`src/rtl/dac_sched_pkg.sv`:
```
// Shared register map and bit positions for the DAC sample scheduler.
// Imported by the scheduler top and its FIFO.
package dac_sched_pkg;

  localparam logic [1:0] REG_CTRL = 2'd0;
  localparam logic [1:0] REG_DIV  = 2'd1;
  localparam logic [1:0] REG_FIFO = 2'd2;
  localparam logic [1:0] REG_STAT = 2'd3;

  localparam int CTRL_EN = 0;
  localparam int CTRL_IE = 1;

  localparam int STAT_EMPTY    = 0;
  localparam int STAT_FULL     = 1;
  localparam int STAT_UNDERRUN = 2;
  localparam int STAT_COUNT    = 8;

  function automatic logic [3:0] reg_onehot(
    input logic [1:0] a
  );
    return 4'b0001 << a;
  endfunction

endpackage

```
`src/rtl/dac_sample_scheduler_if.sv`:
```
// APB slave bundle for the DAC sample scheduler.
// master drives PSEL/PENABLE/PWRITE/PADDR/PWDATA/PSTRB; slave returns PREADY/PRDATA/PSLVERR.
interface dac_sample_scheduler_if;

  logic        PSEL;
  logic        PENABLE;
  logic        PWRITE;
  logic [31:0] PADDR;
  logic [31:0] PWDATA;
  logic [3:0]  PSTRB;
  logic        PREADY;
  logic [31:0] PRDATA;
  logic        PSLVERR;

  modport master (
    output PSEL, PENABLE, PWRITE,
    output PADDR, PWDATA, PSTRB,
    input  PREADY, PRDATA, PSLVERR
  );

  modport slave (
    input  PSEL, PENABLE, PWRITE,
    input  PADDR, PWDATA, PSTRB,
    output PREADY, PRDATA, PSLVERR
  );

endinterface

```
`src/rtl/dac_sample_fifo.sv`:
```
// Synchronous sample FIFO: push/pop/full/empty/count, head shown on rdata.
// Ports: CLK, RST, push, pop, wdata -> rdata, full, empty, count.
module dac_sample_fifo
  import dac_sched_pkg::*;
#(
  parameter int DATA_W     = 12,
  parameter int FIFO_DEPTH = 8,
  parameter int CW         = $clog2(FIFO_DEPTH + 1)
) (
  input  logic              CLK,
  input  logic              RST,
  input  logic              push,
  input  logic              pop,
  input  logic [DATA_W-1:0] wdata,
  output logic [DATA_W-1:0] rdata,
  output logic              full,
  output logic              empty,
  output logic [CW-1:0]     count
);

  localparam int AW = $clog2(FIFO_DEPTH);

  logic [DATA_W-1:0] mem [FIFO_DEPTH];
  logic [AW-1:0]     wptr;
  logic [AW-1:0]     rptr;
  logic              do_push;
  logic              do_pop;

  assign full  = (count == CW'(FIFO_DEPTH));
  assign empty = (count == '0);
  assign rdata = mem[rptr];

  // A pop in the same cycle frees the slot a push into a full FIFO needs.
  assign do_pop  = pop & ~empty;
  assign do_push = push & (~full | do_pop);

  always_ff @(posedge CLK) begin
    if (do_push) mem[wptr] <= wdata;
  end

  always_ff @(posedge CLK) begin
    if (RST) begin
      wptr  <= '0;
      rptr  <= '0;
      count <= '0;
    end else begin
      if (do_push) wptr <= wptr + 1'b1;
      if (do_pop)  rptr <= rptr + 1'b1;
      unique case ({do_push, do_pop})
        2'b10:   count <= count + 1'b1;
        2'b01:   count <= count - 1'b1;
        default: count <= count;
      endcase
    end
  end

endmodule

```
`src/rtl/dac_sample_scheduler.sv`:
```
// APB-programmed DAC sample scheduler: releases one FIFO sample every DIV+1 cycles.
// Ports: CLK, RST, apb (slave), DATA, UPDATE pulse, IRQ (underrun & IE).
module dac_sample_scheduler
  import dac_sched_pkg::*;
#(
  parameter int DATA_W     = 12,
  parameter int FIFO_DEPTH = 8,
  parameter int DIV_W      = 16
) (
  input  logic                   CLK,
  input  logic                   RST,
  dac_sample_scheduler_if.slave  apb,
  output logic [DATA_W-1:0]      DATA,
  output logic                   UPDATE,
  output logic                   IRQ
);

  localparam int CW = $clog2(FIFO_DEPTH + 1);

  logic              wr;
  logic [3:0]        sel;
  logic [31:0]       wmask;
  logic              en;
  logic              ie;
  logic              underrun;
  logic [DIV_W-1:0]  div;
  logic [DIV_W-1:0]  divcnt;
  logic              tick;
  logic              pop;
  logic              push_req;
  logic              strb_ok;
  logic              push;
  logic              clr;
  logic [DATA_W-1:0] head;
  logic              full;
  logic              empty;
  logic [CW-1:0]     count;
  logic [31:0]       stat;
  logic [31:0]       rmux;
  logic              unused;

  assign wr  = apb.PSEL & apb.PENABLE & apb.PWRITE;
  assign sel = reg_onehot(apb.PADDR[3:2]);

  assign wmask = {
    {8{apb.PSTRB[3]}}, {8{apb.PSTRB[2]}},
    {8{apb.PSTRB[1]}}, {8{apb.PSTRB[0]}}
  };

  assign tick = en & (divcnt == div);
  assign pop  = tick & ~empty;

  assign push_req = wr & sel[REG_FIFO];
  assign strb_ok  = &apb.PSTRB[1:0];
  assign push     = push_req & strb_ok & (~full | pop);
  assign clr      = wr & sel[REG_STAT] & apb.PWDATA[STAT_UNDERRUN];

  assign apb.PREADY  = 1'b1;
  assign apb.PSLVERR = push_req & (~strb_ok | (full & ~pop));
  assign apb.PRDATA  = rmux;

  assign unused = ^{apb.PADDR[31:4], apb.PADDR[1:0],
                    apb.PWDATA[31:DIV_W], wmask[31:DIV_W]};

  dac_sample_fifo #(
    .DATA_W     (DATA_W),
    .FIFO_DEPTH (FIFO_DEPTH),
    .CW         (CW)
  ) u_fifo (
    .CLK   (CLK),
    .RST   (RST),
    .push  (push),
    .pop   (pop),
    .wdata (apb.PWDATA[DATA_W-1:0]),
    .rdata (head),
    .full  (full),
    .empty (empty),
    .count (count)
  );

  always_comb begin
    stat = '0;
    stat[STAT_EMPTY]        = empty;
    stat[STAT_FULL]         = full;
    stat[STAT_UNDERRUN]     = underrun;
    stat[STAT_COUNT +: CW]  = count;
    rmux = '0;
    if (apb.PSEL & ~apb.PWRITE) begin
      unique case (1'b1)
        sel[REG_CTRL]: begin
          rmux[CTRL_EN] = en;
          rmux[CTRL_IE] = ie;
        end
        sel[REG_DIV]:  rmux[DIV_W-1:0] = div;
        sel[REG_FIFO]: rmux = '0;
        sel[REG_STAT]: rmux = stat;
        default:       rmux = '0;
      endcase
    end
  end

  always_ff @(posedge CLK) begin
    if (RST) begin
      en       <= 1'b0;
      ie       <= 1'b0;
      div      <= '0;
      divcnt   <= '0;
      underrun <= 1'b0;
      DATA     <= '0;
      UPDATE   <= 1'b0;
      IRQ      <= 1'b0;
    end else begin
      if (wr & sel[REG_CTRL] & apb.PSTRB[0]) begin
        en <= apb.PWDATA[CTRL_EN];
        ie <= apb.PWDATA[CTRL_IE];
      end
      if (wr & sel[REG_DIV]) begin
        div <= (div & ~wmask[DIV_W-1:0])
             | (apb.PWDATA[DIV_W-1:0] & wmask[DIV_W-1:0]);
      end
      // Counter runs free past a lowered DIV and wraps naturally.
      if (!en)       divcnt <= '0;
      else if (tick) divcnt <= '0;
      else           divcnt <= divcnt + 1'b1;
      UPDATE <= pop;
      if (pop) DATA <= head;
      // Set beats a same-cycle write-1-clear.
      if (tick & empty) underrun <= 1'b1;
      else if (clr)     underrun <= 1'b0;
      IRQ <= underrun & ie;
    end
  end

endmodule

```
`src/flat_wrapper.sv`:
```
// flat-port wrapper written by rule: the top's interface ports become plain ports
module dac_sample_scheduler_flat import dac_sched_pkg::*;
#(
  parameter int DATA_W     = 12,
  parameter int FIFO_DEPTH = 8,
  parameter int DIV_W      = 16
)
  (CLK, RST, DATA, UPDATE, IRQ, apb_PSEL, apb_PENABLE, apb_PWRITE, apb_PADDR, apb_PWDATA, apb_PSTRB, apb_PREADY, apb_PRDATA, apb_PSLVERR);
  dac_sample_scheduler_if apb_i ();
  input  logic CLK;
  input  logic RST;
  output logic [DATA_W-1:0] DATA;
  output logic UPDATE;
  output logic IRQ;
  input wire logic [$bits(apb_i.PSEL)-1:0] apb_PSEL;
  input wire logic [$bits(apb_i.PENABLE)-1:0] apb_PENABLE;
  input wire logic [$bits(apb_i.PWRITE)-1:0] apb_PWRITE;
  input wire logic [$bits(apb_i.PADDR)-1:0] apb_PADDR;
  input wire logic [$bits(apb_i.PWDATA)-1:0] apb_PWDATA;
  input wire logic [$bits(apb_i.PSTRB)-1:0] apb_PSTRB;
  output wire logic [$bits(apb_i.PREADY)-1:0] apb_PREADY;
  output wire logic [$bits(apb_i.PRDATA)-1:0] apb_PRDATA;
  output wire logic [$bits(apb_i.PSLVERR)-1:0] apb_PSLVERR;
  assign apb_i.PSEL = apb_PSEL;
  assign apb_i.PENABLE = apb_PENABLE;
  assign apb_i.PWRITE = apb_PWRITE;
  assign apb_i.PADDR = apb_PADDR;
  assign apb_i.PWDATA = apb_PWDATA;
  assign apb_i.PSTRB = apb_PSTRB;
  assign apb_PREADY = apb_i.PREADY;
  assign apb_PRDATA = apb_i.PRDATA;
  assign apb_PSLVERR = apb_i.PSLVERR;
  dac_sample_scheduler #(.DATA_W(DATA_W), .FIFO_DEPTH(FIFO_DEPTH), .DIV_W(DIV_W)) u_core (.CLK(CLK), .RST(RST), .apb(apb_i), .DATA(DATA), .UPDATE(UPDATE), .IRQ(IRQ));
endmodule
```
`config.mk`:
```
export PLATFORM = sky130hd
export DESIGN_NAME = dac_sample_scheduler_flat
export DESIGN_NICKNAME = d
export VERILOG_FILES = /design/src/rtl/dac_sched_pkg.sv /design/src/rtl/dac_sample_scheduler_if.sv /design/src/rtl/dac_sample_fifo.sv /design/src/rtl/dac_sample_scheduler.sv /design/src/flat_wrapper.sv
export SDC_FILE = /design/constraint.sdc
export NUM_CORES = 1
export LEC_CHECK = 0
export ABC_AREA = 1
export ABC_CLOCK_PERIOD_IN_PS = 7650
export BUFFER_PORTS_ARGS = -buffer_cell sky130_fd_sc_hd__buf_2
export CAP_MARGIN = 10
export CORE_UTILIZATION = 60
export CTS_BUF_LIST = sky130_fd_sc_hd__clkbuf_8
export DETAILED_ROUTE_END_ITERATION = 8
export PLACE_DENSITY = 0.85
export SETUP_SLACK_MARGIN = 0.3
export SLEW_MARGIN = 20
export SYNTH_ARGS = -nofsm -noshare
export SYNTH_HDL_FRONTEND = slang
export SYNTH_SLANG_ARGS = --single-unit
```
`constraint.sdc`:
```
create_clock -name CLK -period 7.65 [get_ports CLK]
set_clock_uncertainty 0.2 [all_clocks]
set_input_delay 0.3825 -clock CLK [delete_from_list [all_inputs] [get_ports CLK]]
set_output_delay 0.3825 -clock CLK [all_outputs]
set_load 0.01 [all_outputs]
```
* Word level (Yosys, flattened, before mapping) *
Memory sizes are Yosys's and may differ from the RTL's. A register that Yosys moved wholly into a read port is not among the register bits.
Index checks and enable logic that the tools add are counted.

storage, ports and cells
  bits in registers = 47
  memory bits (writable) = 96
  bits of input ports = 73
  output and inout port bits = 48
  logic and storage cells = 66
  memories kept = 1

memory list
  memory             depth  bits a word  read ports  clocked after memory_dff  wr ports  RTL line               RTL
  u_core.u_fifo.mem  8      12           1           1                         1         dac_sample_fifo.sv:23  logic [DATA_W-1:0] mem [FIFO_DEPTH];

cells by class
  add/sub/neg operators = 5
  equality and inequality tests = 4
  shift operators = 1
  multiplexer cells = 8
  bitwise logic cells = 32
  reduce and logical (&&, ||, !) cells = 5

operator list
  kind                                                                 number
  16-bit AND                                                           2
  14-bit case mux with 2 select lines                                  1
  1-bit AND                                                            19
  16-bit by 1-bit adder with 16-bit output (second input constant)     1
  16-bit == test                                                       1
  16-bit 2-to-1 mux                                                    1
  16-bit inverter                                                      1
  16-bit OR                                                            1
  4-bit case mux with 2 select lines                                   1
  3-bit by 1-bit adder with 3-bit output (second input constant)       2
  1-bit inverter                                                       6
  2-bit case mux with 3 select lines                                   1
  4-bit by 1-bit adder with 4-bit output (second input constant)       1
  4-bit == test (second input constant)                                1
  4-bit zero test                                                      1
  1-bit 2-to-1 mux                                                     4
  2-bit nonzero test                                                   2
  1-bit by 2-bit << shifter with 4-bit output (first input constant)   1
  4-bit by 1-bit subtractor with 4-bit output (second input constant)  1
  1-bit OR                                                             3
  3-bit OR reduction                                                   1
  2-bit by 1-bit == test with 1-bit output (second input constant)     1
  2-bit == test (second input constant)                                1
  2-bit AND reduction                                                  1

* Longest topological paths before layout *
Gate-level depths: netlist of run 1.

  depth after elaboration = 8
  depth in mapped cells = 20
  mapped depth without buffers = 19

* Hierarchy *
From an unflattened synthesis of run 1, not the netlist that was laid out.

unflattened totals
  cell total of the unflattened synthesis = 754
  area, all modules = 7088.0 um2

modules (own cells, without submodules)
  module                instances  cells each  area each (um2)  sequential area each (um2)
  dac_sample_fifo       1          340         4395.5           3143.0
  dac_sample_scheduler  1          414         2692.6           980.9

* Worst setup path after synthesis of run 1 *
No wires, ideal clock.

  path kind = register to register
  start = register u_core.divcnt[0]
  end = register u_core.u_fifo.count[3]
  setup time = 0.119 ns
  arrival time = 2.277 ns
  data required time = 7.331 ns
  path slack = 5.054 ns
  stages on the path, launching flop included = 20
  buffers on the path = 0
  clock period less this slack = 2.596 ns
  path through = dfxtp_1 inv_1 nand2_1 inv_1 nor2_1 nand2_1 nor2_2 nand3_2 nand2_4 nand2_2 ha_1 ha_1 nand2_1 nand2_1 a21oi_1 nor2_1 nor2_1 nand2_1 o21ai_0 a21oi_1

between the ends
  cells in the longest elaborated chain, start to end = 8
  elaborated cells between the ends (all ways) = 12
  those cells by class = eq/ne: 3; mux: 1; bitwise: 7; reduce/logical: 1

ends and longest elaborated chain
  item                                                                       RTL line                                           RTL
  start, declared                                                            dac_sample_scheduler.sv:27                         logic [DIV_W-1:0] divcnt;
  start signal, assigned                                                     dac_sample_scheduler.sv:124                        else divcnt <= divcnt + 1'b1;
  16-bit == test *                                                           dac_sample_scheduler.sv:50                         assign tick = en & (divcnt == div);
  1-bit AND *                                                                dac_sample_scheduler.sv:50
  1-bit AND *                                                                dac_sample_scheduler.sv:51                         assign pop = tick & ~empty;
  1-bit OR or 1-bit AND (tied branches)                                      dac_sample_scheduler.sv:55, dac_sample_fifo.sv:34
  1-bit AND or 1-bit OR (tied branches)                                      dac_sample_scheduler.sv:55, dac_sample_fifo.sv:35
  1-bit AND                                                                  dac_sample_fifo.sv:35                              assign do_push = push & (~full | do_pop);
  2-bit by 1-bit == test with 1-bit output or 2-bit == test (tied branches)  dac_sample_fifo.sv:49                              unique case ({do_push, do_pop})
  4-bit case mux with 2 select lines or 2-bit nonzero test (tied branches)   -
  end signal, assigned                                                       dac_sample_fifo.sv:50                              2'b10: count <= count + 1'b1;
  end signal, assigned                                                       dac_sample_fifo.sv:51                              2'b01: count <= count - 1'b1;
  end signal, assigned                                                       dac_sample_fifo.sv:52                              default: count <= count;
  end, declared                                                              dac_sample_fifo.sv:18                              output logic [CW-1:0] count

Mark *: on every way between the ends. The rest lies on a longest branch, timed or not.
A chain may end at the register's enable or synchronous reset.

* Worst setup path after layout of run 1 *
Same ends and word-level chain as after synthesis.

==> flow_results.xml, run 1 <==
<?xml version="1.0" encoding="UTF-8"?>
<metrics>
  <group name="run_status">
    <metric name="status" unit="">complete, no violations</metric>
  </group>
  <group name="sta">
    <metric name="final_max_tran_viols" unit="">0</metric>
    <metric name="rsz_0062_raised_after_global_routing" unit="">false</metric>
    <metric name="setup_viol" unit="">0</metric>
    <metric name="final_period_minus_worst_setup_slack" unit="ps">3030</metric>
    <metric name="slew-limit-headroom" unit="">0.279</metric>
    <metric name="setup_tns" unit="ps">0</metric>
    <metric name="timing_hold_violations_final" unit="">0</metric>
    <metric name="maxClockFrequency" unit="MHz">331</metric>
    <metric name="worst_slew_pin_slew" unit="ps">1080</metric>
    <metric name="fin_crit_sh" unit="">0.395</metric>
  </group>
  <group name="critical_path">
    <metric name="worst_setup_path_end_kind" unit="">flip-flop</metric>
    <metric name="worst-path-max-fanout" unit="">6</metric>
    <metric name="r2r_slack" unit="ps">4620</metric>
    <metric name="crit_path_cell_trace" unit="">inv_1, nand2_1, inv_1, nor2_1, nand2_1, nor2_2, nand3_2, nand2_4, nand2_2, ha_1, ha_1, nand2_1, nand2_1, a21oi_1, nor2_1, nor2_1, nand2_1, o21ai_0, a21oi_1</metric>
    <metric name="critical_path_max_stage_delay" unit="ps">410</metric>
    <metric name="crit_slowest_cell" unit="">sky130_fd_sc_hd__dfxtp_1</metric>
    <metric name="critPathMostFrequentCell" unit="">sky130_fd_sc_hd__nand2_1</metric>
    <metric name="crit_required" unit="ps">7780</metric>
    <metric name="timing.critical_path.from_type" unit="">flip-flop</metric>
    <metric name="critPathKind" unit="">flip-flop to flip-flop</metric>
    <metric name="arrival" unit="ps">3160</metric>
  </group>
  <group name="synthesis">
    <metric name="synth.cell_area" unit="sq um">7020</metric>
    <metric name="unique_cell_type_count_in_the_yosys_netlist" unit="">40</metric>
    <metric name="netlist_top_cells_area" unit="">sky130_fd_sc_hd__edfxtp_1 41%, sky130_fd_sc_hd__dfxtp_1 17%, sky130_fd_sc_hd__nor2_1 6.2%</metric>
    <metric name="synth_async_sr_flop_share" unit="">0</metric>
    <metric name="synth_area_per_cell" unit="sq um">9.43</metric>
    <metric name="synth.top_cell.area_share" unit="">0.411</metric>
    <metric name="dominantRegCellSynth" unit="">sky130_fd_sc_hd__edfxtp_1</metric>
    <metric name="yosys_warnings" unit="">0</metric>
    <metric name="synth_top_cell_by_area" unit="">sky130_fd_sc_hd__edfxtp_1</metric>
    <metric name="seq_area_frac_synth" unit="">0.579</metric>
    <metric name="syn_inst" unit="">744</metric>
    <metric name="synth-seq-cells" unit="">155</metric>
    <metric name="number_of_enable_type_register_cells_in_the_synthesized_netlist" unit="">96</metric>
  </group>
  <group name="routing">
    <metric name="vias_per_instance" unit="">5.67</metric>
    <metric name="vias" unit="">5408</metric>
    <metric name="drtIter0Drc" unit="">612</metric>
    <metric name="route.detailed.drc" unit="">0</metric>
    <metric name="ant_nets" unit="">0</metric>
    <metric name="dr.pass1.iters" unit="">5</metric>
    <metric name="routed_wire_length_per_instance" unit="um">16.9</metric>
    <metric name="wirelength" unit="mm">16.2</metric>
  </group>
  <group name="clock_network">
    <metric name="cts.reportedPaths.clkPinSlew" unit="ps">90</metric>
    <metric name="clock_sinks" unit="">155</metric>
    <metric name="cts_max_path_buffers" unit="">2</metric>
    <metric name="clk-insertion-delay-late" unit="ps">460</metric>
    <metric name="cts_htree_levels" unit="">4</metric>
    <metric name="cts_tree" unit="">done</metric>
    <metric name="clock-root-buffer" unit="">sky130_fd_sc_hd__clkbuf_8</metric>
    <metric name="tritoncts.num_buffers" unit="">17</metric>
  </group>
  <group name="grt">
    <metric name="grt_start_max_net_pins" unit="">52</metric>
    <metric name="met1_usage" unit="">0.339</metric>
    <metric name="top_usage_layer" unit="">met2</metric>
    <metric name="met2_capacity_usage_during_global_routing" unit="">0.495</metric>
    <metric name="global_route_wire_length_before_repair" unit="mm">25.0</metric>
    <metric name="global_route.overflow_total" unit="">0</metric>
    <metric name="grt_usage" unit="">0.280</metric>
    <metric name="grt.met3_usage" unit="">0.0506</metric>
    <metric name="via_count_of_the_first_global_routing_pass" unit="">5124</metric>
    <metric name="grt_antenna_before_repair" unit="">0</metric>
  </group>
  <group name="flow_run">
    <metric name="count_of_max_cap_constraint_violations" unit="">0</metric>
  </group>
  <group name="hold_path">
    <metric name="hold_path.class" unit="">input pin to flip-flop</metric>
  </group>
  <group name="floorplan">
    <metric name="floorplan.core_area" unit="sq um">11400</metric>
    <metric name="die_area" unit="sq um">12100</metric>
    <metric name="rows" unit="">39</metric>
    <metric name="die_h" unit="um">110</metric>
    <metric name="start_util" unit="">0.614</metric>
    <metric name="boundaryPins" unit="">121</metric>
    <metric name="die_w" unit="um">110</metric>
  </group>
  <group name="place">
    <metric name="count_of_buffers_from_port_buffering" unit="">55</metric>
    <metric name="dp.final_hpwl" unit="mm">10.7</metric>
    <metric name="gp_routability_congestion" unit="">0.878</metric>
    <metric name="placed_area" unit="sq um">7320</metric>
  </group>
  <group name="pwr">
    <metric name="cellPowerDensity" unit="nW/um^2">210</metric>
    <metric name="design_power_total" unit="W">0.00164</metric>
    <metric name="power.ir.vdd_worst" unit="mV">0.194</metric>
    <metric name="p_leak" unit="nW">2.98</metric>
  </group>
  <group name="finish">
    <metric name="num-nets-final" unit="">877</metric>
    <metric name="nFillCells" unit="">876</metric>
    <metric name="area_growth" unit="%">11.3</metric>
    <metric name="mostFrequentLayoutCell" unit="">sky130_fd_sc_hd__nor2_1</metric>
    <metric name="diodes" unit="">0</metric>
    <metric name="post-route-cell-area" unit="sq um">7810</metric>
    <metric name="layout-drive-gt1-share" unit="">0.154</metric>
    <metric name="layout_common_cells" unit="">112 x sky130_fd_sc_hd__nor2_1, 103 x sky130_fd_sc_hd__nand2_1, 96 x sky130_fd_sc_hd__edfxtp_1</metric>
  </group>
</metrics>
-- layer usage --
metal  wire length [um]  up-vias
met1               6650     2558
li1                   -     2611
met3               1070       20
met2               8240      219
met5                  0        -
met4                201        0
-- cells by family (layout without fill, tap and decap cells) --
family / count (synthesis) / after routing / synth area share
AO/OA/AOI/OAI: 155 / 155 / 0.123
XOR/XNOR: 8 / 8 / 0.00999
adder cells (fa/ha/maj): 7 / 7 / 0.0136
buffers and inverters: 120 / 171 / 0.0776
flip-flops: 155 / 155 / 0.579
multiplexers: 12 / 12 / 0.0171
other: 2 / 17 / 0.00107
AND/OR/NAND/NOR: 285 / 285 / 0.179
-- repair_timing --
item | 4_1_cts | 5_1_grt
endpoints found under the setup margin | 0 | 0
hold endpoints to repair | 4 | 0
hold buffers | 2 | 0
buffers inserted | 0 | 0
resized for setup | 0 | 0
-- area by class of cell --
class                           count  area (sq um)  share of cell area
Inverter                           75           283              0.0362
Tap cell                          143           179              0.0229
Multi-Input combinational cell    484          2470               0.316
Sequential cell                   155          4060               0.520
Clock buffer                       18           248              0.0317
Clock inverter                     14           218              0.0279
Timing Repair Buffer               64           348              0.0445
-- metrics by stage --
| step | util | cells | hold slack [ps] | setup slack (ps) |
|---|---|---|---|---|
| global route | 0.684 | 953 | 13.2 | 4370 |
| global placement | 0.641 | 919 | 258 | 4700 |
| CTS | 0.684 | 953 | 2.14 | 4670 |
| finish | 0.684 | 953 | 22.9 | 4620 |
| detailed placement | 0.641 | 919 | 267 | 4670 |
| floorplan | - | 759 | 230 | 5050 |
-- power by group --
group	leakage, nW	total [W]	switching [W]	internal, W
registers	1.34	0.000887	0.00000141	0.000886
clock network	0.237	0.000703	0.000304	0.000399
logic	1.41	0.0000478	0.0000352	0.0000127
total	2.98	0.00164	0.000340	0.00130
-- path summary, 6_finish.rpt --
kind | cells past startpoint | start | to
worst max-delay path | 19 | u_core.divcnt[0]$_SDFF_PP0_ | u_core.u_fifo.count[3]$_SDFFE_PP0P_
worst min-delay path | 1 | apb_PWDATA[7] | u_core.u_fifo.mem[7][7]$_DFFE_PP_
worst max register to register | 19 | u_core.divcnt[0]$_SDFF_PP0_ | u_core.u_fifo.count[3]$_SDFFE_PP0P_
worst min register to register | 1 | u_core.divcnt[0]$_SDFF_PP0_ | u_core.divcnt[0]$_SDFF_PP0_
-- cells in the mapped netlist, types with 3 or more instances --
library cell / n
sky130_fd_sc_hd__dfxtp_1: 59
sky130_fd_sc_hd__inv_2: 10
sky130_fd_sc_hd__nand2_2: 3
sky130_fd_sc_hd__buf_2: 5
sky130_fd_sc_hd__o21ai_0: 61
sky130_fd_sc_hd__nand3_2: 3
sky130_fd_sc_hd__nand4_1: 10
sky130_fd_sc_hd__nand2_1: 103
sky130_fd_sc_hd__nor3_1: 18
sky130_fd_sc_hd__a21oi_1: 53
sky130_fd_sc_hd__nor3_2: 3
sky130_fd_sc_hd__o211ai_1: 12
sky130_fd_sc_hd__o221ai_1: 12
sky130_fd_sc_hd__mux2i_1: 12
sky130_fd_sc_hd__o21ai_1: 12
sky130_fd_sc_hd__nor2_1: 115
sky130_fd_sc_hd__edfxtp_1: 96
sky130_fd_sc_hd__inv_1: 64
sky130_fd_sc_hd__nor4_1: 3
sky130_fd_sc_hd__buf_4: 21
sky130_fd_sc_hd__xor2_1: 6
sky130_fd_sc_hd__ha_1: 6
sky130_fd_sc_hd__nand3_1: 19
sky130_fd_sc_hd__clkbuf_1: 16
-- worst max-delay path: cells and delay by family (launching register included) --
family | cells | cell delay, ps
adder cells (fa/ha/maj) | 2 | 540
flip-flops | 1 | 410
buffers and inverters | 2 | 110
AND/OR/NAND/NOR | 12 | 1250
AO/OA/AOI/OAI | 3 | 380
(Power assumes the default switching activity.)
==> run 2: changes to the inputs <==
ABC_AREA = 0   (was 1)
ABC_CLOCK_PERIOD_IN_PS = 2800   (was 7650)
CORE_UTILIZATION = 58   (was 60)
PLACE_DENSITY = 0.83   (was 0.85)
clock period = 2.8 ns   (was 7.65 ns; I/O delays follow)
==> flow_results.xml, run 2 <==
<?xml version="1.0" encoding="UTF-8"?>
<metrics>
  <group name="synthesis">
    <metric name="synthTopCellsByCount" unit="">96 x sky130_fd_sc_hd__edfxtp_1, 79 x sky130_fd_sc_hd__nor2_1, 59 x sky130_fd_sc_hd__dfxtp_1, 36 x sky130_fd_sc_hd__mux2i_1</metric>
    <metric name="synth_async_sr_flop_share" unit="">0</metric>
    <metric name="post-synth-top-count-cell" unit="">sky130_fd_sc_hd__edfxtp_1</metric>
    <metric name="syn_inst" unit="">484</metric>
    <metric name="seq_area_frac_synth" unit="">0.614</metric>
    <metric name="unique_cell_type_count_in_the_yosys_netlist" unit="">45</metric>
    <metric name="synth_area_per_cell" unit="sq um">13.7</metric>
    <metric name="yosys_warnings" unit="">0</metric>
    <metric name="synth.top_cell.area_share" unit="">0.435</metric>
    <metric name="synth_top_cell_by_area" unit="">sky130_fd_sc_hd__edfxtp_1</metric>
    <metric name="dominantRegCellSynth" unit="">sky130_fd_sc_hd__edfxtp_1</metric>
    <metric name="synth-seq-cells" unit="">155</metric>
    <metric name="number_of_enable_type_register_cells_in_the_synthesized_netlist" unit="">96</metric>
    <metric name="synth.cell_area" unit="sq um">6620</metric>
    <metric name="netlist_top_cells_area" unit="">sky130_fd_sc_hd__edfxtp_1 44%, sky130_fd_sc_hd__dfxtp_1 18%, sky130_fd_sc_hd__mux4_2 8.2%</metric>
  </group>
  <group name="sta">
    <metric name="final_period_minus_worst_setup_slack" unit="ps">2880</metric>
    <metric name="final_max_tran_viols" unit="">0</metric>
    <metric name="setup_viol" unit="">1</metric>
    <metric name="worst_slew_pin_slew" unit="ps">638</metric>
    <metric name="fin_crit_sh" unit="">1.03</metric>
    <metric name="slew-limit-headroom" unit="">0.573</metric>
    <metric name="timing_hold_violations_final" unit="">0</metric>
    <metric name="rsz_0062_raised_after_global_routing" unit="">true</metric>
    <metric name="maxClockFrequency" unit="MHz">348</metric>
    <metric name="setup_slack" unit="ps">-77.3</metric>
    <metric name="setup_tns" unit="ps">-77.3</metric>
  </group>
  <group name="pwr">
    <metric name="cellPowerDensity" unit="nW/um^2">495</metric>
    <metric name="power.ir.vdd_worst" unit="mV">0.372</metric>
    <metric name="p_leak" unit="nW">3.01</metric>
  </group>
  <group name="clock_network">
    <metric name="clock_sinks" unit="">155</metric>
    <metric name="cts_max_path_buffers" unit="">2</metric>
    <metric name="clk-insertion-delay-late" unit="ps">440</metric>
    <metric name="cts.reportedPaths.clkPinSlew" unit="ps">80</metric>
    <metric name="clock-root-buffer" unit="">sky130_fd_sc_hd__clkbuf_8</metric>
    <metric name="cts_tree" unit="">done</metric>
    <metric name="cts_htree_levels" unit="">4</metric>
    <metric name="tritoncts.num_buffers" unit="">17</metric>
  </group>
  <group name="routing">
    <metric name="vias" unit="">4281</metric>
    <metric name="routed_wire_length_per_instance" unit="um">18.9</metric>
    <metric name="drtIter0Drc" unit="">257</metric>
    <metric name="vias_per_instance" unit="">5.57</metric>
    <metric name="wirelength" unit="mm">14.5</metric>
    <metric name="dr.pass1.iters" unit="">4</metric>
    <metric name="route.detailed.drc" unit="">0</metric>
    <metric name="ant_nets" unit="">0</metric>
  </group>
  <group name="critical_path">
    <metric name="timing.critical_path.from_type" unit="">flip-flop</metric>
    <metric name="crit_required" unit="ps">2970</metric>
    <metric name="critPathKind" unit="">flip-flop to flip-flop</metric>
    <metric name="worst_setup_path_end_kind" unit="">flip-flop</metric>
    <metric name="r2r_slack" unit="ps">-80</metric>
    <metric name="worst-path-max-fanout" unit="">3</metric>
    <metric name="arrival" unit="ps">3050</metric>
  </group>
  <group name="place">
    <metric name="count_of_buffers_from_port_buffering" unit="">55</metric>
    <metric name="gp_routability_congestion" unit="">0.844</metric>
    <metric name="dp.final_hpwl" unit="mm">8.76</metric>
    <metric name="dp_slack" unit="ps">-137</metric>
  </group>
  <group name="grt">
    <metric name="global_route_wire_length_before_repair" unit="mm">22.1</metric>
    <metric name="grt.met3_usage" unit="">0.0526</metric>
    <metric name="grt_start_max_net_pins" unit="">46</metric>
    <metric name="met2_capacity_usage_during_global_routing" unit="">0.465</metric>
    <metric name="met1_usage" unit="">0.308</metric>
    <metric name="via_count_of_the_first_global_routing_pass" unit="">4281</metric>
    <metric name="top_usage_layer" unit="">met2</metric>
    <metric name="grt_antenna_before_repair" unit="">0</metric>
    <metric name="grt_usage" unit="">0.263</metric>
    <metric name="global_route.overflow_total" unit="">0</metric>
  </group>
  <group name="floorplan">
    <metric name="die_h" unit="um">109</metric>
    <metric name="die_area" unit="sq um">11900</metric>
    <metric name="floorplan.core_area" unit="sq um">11000</metric>
    <metric name="die_w" unit="um">109</metric>
    <metric name="rows" unit="">38</metric>
    <metric name="start_util" unit="">0.603</metric>
    <metric name="boundaryPins" unit="">121</metric>
  </group>
  <group name="hold_path">
    <metric name="hold_path.class" unit="">input pin to flip-flop</metric>
  </group>
  <group name="flow_run">
    <metric name="count_of_max_cap_constraint_violations" unit="">0</metric>
  </group>
  <group name="run_status">
    <metric name="status" unit="">complete, but fails checks</metric>
    <metric name="violations" unit="">negative setup slack</metric>
  </group>
  <group name="finish">
    <metric name="area_growth" unit="%">25.4</metric>
    <metric name="layout_common_cells" unit="">96 x sky130_fd_sc_hd__edfxtp_1, 73 x sky130_fd_sc_hd__nor2_1, 55 x sky130_fd_sc_hd__buf_2</metric>
    <metric name="layout-drive-gt1-share" unit="">0.342</metric>
    <metric name="diodes" unit="">0</metric>
    <metric name="num-nets-final" unit="">696</metric>
    <metric name="nFillCells" unit="">643</metric>
    <metric name="mostFrequentLayoutCell" unit="">sky130_fd_sc_hd__edfxtp_1</metric>
  </group>
</metrics>
==> run 2: final timing paths <==
kind	endpoint	startpoint	cells past startpoint
setup / recovery	u_core.u_fifo.count[3]$_SDFFE_PP0P_	u_core.divcnt[14]$_SDFF_PP0_	12
hold / removal	u_core.en$_SDFFE_PP0P_	RST	3
setup reg to reg	u_core.u_fifo.count[3]$_SDFFE_PP0P_	u_core.divcnt[14]$_SDFF_PP0_	12
hold reg to reg	u_core.IRQ$_SDFF_PP0_	u_core.ie$_SDFFE_PP0P_	2
==> run 2: cell families (layout without fill, tap and decap cells) <==
logic type	Yosys count	in the layout	share of synthesized area
other	2	17	0.00113
adder cells (fa/ha/maj)	7	7	0.0144
AND/OR/NAND/NOR	154	154	0.116
buffers and inverters	41	171	0.0357
AO/OA/AOI/OAI	28	28	0.0338
flip-flops	155	155	0.614
XOR/XNOR	35	35	0.0463
multiplexers	62	62	0.139
==> run 2: layout make-up <==
| cell class | count | area (sq um) | share of cell area |
|---|---|---|---|
| clock inverters | 15 | 135 | 0.0163 |
| well taps | 140 | 175 | 0.0211 |
| inverters | 4 | 17.5 | 0.00211 |
| repair buffers | 135 | 1100 | 0.132 |
| multi-input cells | 303 | 2580 | 0.310 |
| flip-flops and latches | 155 | 4070 | 0.490 |
| clock buffers | 17 | 234 | 0.0282 |
==> run 2: per-stage QoR <==
stage	cells	instance area, sq um	power (W)	hold WS (ps)	util
floorplan	499	6740	0.00254	38.9	-
global placement	701	7330	0.00257	172	0.668
detailed placement	701	7330	0.00258	186	0.668
CTS	766	8250	0.00413	74.3	0.752
global route	769	8310	0.00425	96.0	0.756
finish	769	8310	0.00411	102	0.756
==> run 2: layer usage <==
metal,part of all wire,vias to the layer above,routed length [um]
li1,-,1988,-
met1,0.39,2106,5700
met2,0.54,162,7800
met3,0.050,25,719
met4,0.021,0,298
met5,0,-,0
==> run 2: report_power, final <==
part / leakage [nW] / internal (W) / switching (W)
Clock: 0.179 / 0.000771 / 0.000787
Sequential: 1.34 / 0.00242 / 0.00000275
Combinational: 1.49 / 0.0000531 / 0.0000788
==> run 2: critical path, cell delays in order, from the launching register on <==
cell                       delay [ps]
sky130_fd_sc_hd__dfxtp_2          340
sky130_fd_sc_hd__xor2_2           190
sky130_fd_sc_hd__nor4_4           350
sky130_fd_sc_hd__and3_4           260
sky130_fd_sc_hd__a21oi_2           60
sky130_fd_sc_hd__nand2b_4         160
sky130_fd_sc_hd__ha_4             190
sky130_fd_sc_hd__ha_4             200
sky130_fd_sc_hd__a21o_1           160
sky130_fd_sc_hd__a21oi_2          140
sky130_fd_sc_hd__xnor2_1           80
sky130_fd_sc_hd__or3_1            320
sky130_fd_sc_hd__a21oi_2          150
==> run 2: repair_timing <==
item                                    CTS  global route
cloned                                    4             1
pin swaps                                19            13
gates resized for setup                  52             7
endpoints found under the setup margin   63           101
setup buffers                            11             2
hold endpoints to repair                115             0
hold buffers                             18             0
==> run 3: changes to the inputs <==
ABC_CLOCK_PERIOD_IN_PS = 2930   (was 2800)
clock period = 2.93 ns   (was 2.8 ns; I/O delays follow)
==> flow_results.xml, run 3 (synthesized netlist as in run 2, its figures left out) <==
<?xml version="1.0" encoding="UTF-8"?>
<metrics>
  <group name="place">
    <metric name="count_of_buffers_from_port_buffering" unit="">55</metric>
    <metric name="dp.final_hpwl" unit="mm">8.19</metric>
    <metric name="dp_slack" unit="ps">-55.2</metric>
    <metric name="placedCellCount" unit="">683</metric>
    <metric name="gp_routability_congestion" unit="">0.778</metric>
  </group>
  <group name="grt">
    <metric name="grt_start_max_net_pins" unit="">46</metric>
    <metric name="global_route_wire_length_before_repair" unit="mm">20.0</metric>
    <metric name="grt_antenna_before_repair" unit="">0</metric>
    <metric name="grt_usage" unit="">0.238</metric>
    <metric name="global_route.overflow_total" unit="">0</metric>
    <metric name="via_count_of_the_first_global_routing_pass" unit="">3990</metric>
  </group>
  <group name="routing">
    <metric name="wirelength" unit="mm">13.2</metric>
    <metric name="vias_per_instance" unit="">5.53</metric>
    <metric name="routed_wire_length_per_instance" unit="um">17.8</metric>
    <metric name="dr.pass1.iters" unit="">4</metric>
    <metric name="ant_nets" unit="">0</metric>
    <metric name="route.detailed.drc" unit="">0</metric>
    <metric name="vias" unit="">4090</metric>
    <metric name="drtIter0Drc" unit="">305</metric>
  </group>
  <group name="hold_path">
    <metric name="hold_path.class" unit="">input pin to flip-flop</metric>
    <metric name="min-delay-start" unit="">apb_PADDR[3]</metric>
    <metric name="timing.hold.worst_endpoint" unit="">u_core.underrun$_SDFFE_PP0P_</metric>
    <metric name="whs_path_depth" unit="">4</metric>
  </group>
  <group name="finish">
    <metric name="area_growth" unit="%">18.6</metric>
    <metric name="layout_common_cells" unit="">96 x sky130_fd_sc_hd__edfxtp_1, 78 x sky130_fd_sc_hd__nor2_1, 57 x sky130_fd_sc_hd__dfxtp_1</metric>
    <metric name="num-nets-final" unit="">667</metric>
    <metric name="layout-drive-gt1-share" unit="">0.293</metric>
    <metric name="mostFrequentLayoutCell" unit="">sky130_fd_sc_hd__edfxtp_1</metric>
    <metric name="diodes" unit="">0</metric>
    <metric name="stdcell_count" unit="">740</metric>
  </group>
  <group name="pwr">
    <metric name="power.ir.vdd_worst" unit="mV">0.450</metric>
    <metric name="design_power_total" unit="W">0.00404</metric>
    <metric name="p_leak" unit="nW">2.85</metric>
    <metric name="cellPowerDensity" unit="nW/um^2">514</metric>
  </group>
  <group name="critical_path">
    <metric name="arrival" unit="ps">3060</metric>
    <metric name="r2r_slack" unit="ps">50</metric>
    <metric name="worst_setup_path_end_kind" unit="">flip-flop</metric>
    <metric name="timing.reg2reg.worst_path_depth" unit="">12</metric>
    <metric name="crit_required" unit="ps">3110</metric>
    <metric name="critPathKind" unit="">flip-flop to flip-flop</metric>
    <metric name="timing.critical_path.from_type" unit="">flip-flop</metric>
    <metric name="worst-path-max-fanout" unit="">3</metric>
    <metric name="rr_endpoint" unit="">u_core.u_fifo.count[3]$_SDFFE_PP0P_</metric>
  </group>
  <group name="sta">
    <metric name="final_period_minus_worst_setup_slack" unit="ps">2880</metric>
    <metric name="fin_crit_sh" unit="">0.984</metric>
    <metric name="rsz_0062_raised_after_global_routing" unit="">true</metric>
    <metric name="worst_slew_pin_slew" unit="ps">642</metric>
    <metric name="slew-limit-headroom" unit="">0.571</metric>
    <metric name="final_max_tran_viols" unit="">0</metric>
    <metric name="setup_viol" unit="">0</metric>
    <metric name="maxClockFrequency" unit="MHz">347</metric>
    <metric name="timing_hold_violations_final" unit="">0</metric>
    <metric name="setup_slack" unit="ps">46.3</metric>
  </group>
  <group name="clock_network">
    <metric name="cts.reportedPaths.clkPinSlew" unit="ps">70</metric>
    <metric name="cts_max_path_buffers" unit="">2</metric>
    <metric name="clk-insertion-delay-late" unit="ps">440</metric>
    <metric name="cts_htree_levels" unit="">4</metric>
    <metric name="cts_tree" unit="">done</metric>
    <metric name="tritoncts.num_buffers" unit="">17</metric>
    <metric name="clock-root-buffer" unit="">sky130_fd_sc_hd__clkbuf_8</metric>
    <metric name="clock_sinks" unit="">155</metric>
  </group>
  <group name="floorplan">
    <metric name="die_area" unit="sq um">11900</metric>
    <metric name="rows" unit="">38</metric>
    <metric name="die_h" unit="um">109</metric>
    <metric name="die_w" unit="um">109</metric>
    <metric name="boundaryPins" unit="">121</metric>
    <metric name="floorplan.core_area" unit="sq um">11000</metric>
    <metric name="start_util" unit="">0.603</metric>
  </group>
  <group name="flow_run">
    <metric name="count_of_max_cap_constraint_violations" unit="">0</metric>
  </group>
  <group name="run_status">
    <metric name="status" unit="">complete, no violations</metric>
  </group>
</metrics>
run 3: area by class of cell:
class	instances	area [sq um]
timing repair buffer	106	711
fill	723	3130
multi-input combinational	303	2480
sequential	155	4070
tap	140	175
inverter	4	15.0
clock inverter	14	155
clock buffer	18	248
run 3: critical path: stages (launching register included):
cell and delay (ps):
sky130_fd_sc_hd__dfxtp_1 330, sky130_fd_sc_hd__xor2_1 180, sky130_fd_sc_hd__nor4_4 350, sky130_fd_sc_hd__and3_4 250
sky130_fd_sc_hd__a21oi_2 60, sky130_fd_sc_hd__nand2b_4 160, sky130_fd_sc_hd__ha_4 180, sky130_fd_sc_hd__ha_1 260
sky130_fd_sc_hd__a21o_1 170, sky130_fd_sc_hd__a21oi_2 130, sky130_fd_sc_hd__xnor2_1 100, sky130_fd_sc_hd__or3_1 330
sky130_fd_sc_hd__a21oi_2 120
run 3: repair_timing:
item	4_1_cts	5_1_grt
resized for setup	10	7
hold buffers	18	0
buffers inserted	3	3
setup endpoints to repair	15	15
pin swaps	12	2
hold endpoints to repair	115	0
gates cloned	0	1
run 3: report_power, final:
group | switching (W) | internal, W | leakage (nW)
Clock | 0.000750 | 0.000852 | 0.212
Combinational | 0.0000732 | 0.0000483 | 1.30
Sequential | 0.00000271 | 0.00231 | 1.34
run 3: worst max path at each step:
stage | startpoint | end | slack (ps) | cells after the start
floorplan | u_core.divcnt[4]$_SDFF_PP0_ | u_core.u_fifo.count[3]$_SDFFE_PP0P_ | 140 | 12
global placement | flip-flop | u_core.u_fifo.count[3]$_SDFFE_PP0P_ | 30 | 12
detailed placement | flip-flop | u_core.u_fifo.count[3]$_SDFFE_PP0P_ | -60 | 12
CTS | flip-flop | u_core.u_fifo.count[3]$_SDFFE_PP0P_ | 60 | 12
global route | flip-flop | u_core.u_fifo.count[3]$_SDFFE_PP0P_ | -100 | 12
finish | flip-flop | u_core.u_fifo.count[3]$_SDFFE_PP0P_ | 50 | 12
run 3: metal layers:
metal / vias up / part of all wire / wire length (um) / GRT usage
li1: 1920 / - / - / -
met1: 2025 / 0.41 / 5460 / 0.292
met2: 123 / 0.52 / 6880 / 0.400
met3: 22 / 0.045 / 592 / 0.0610
met4: 0 / 0.018 / 241 / 0.0994
met5: - / 0 / 0 / 0
run 3: per-stage QoR:
step	cell area (sq um)	setup TNS (ps)	utilization	hold WS (ps)
global placement	7140	0	0.650	180
detailed placement	7140	-55.2	0.650	204
floorplan	6720	0	-	45.4
CTS	7800	0	0.710	11.5
global route	7860	-104	0.715	41.4
finish	7860	0	0.715	36.5
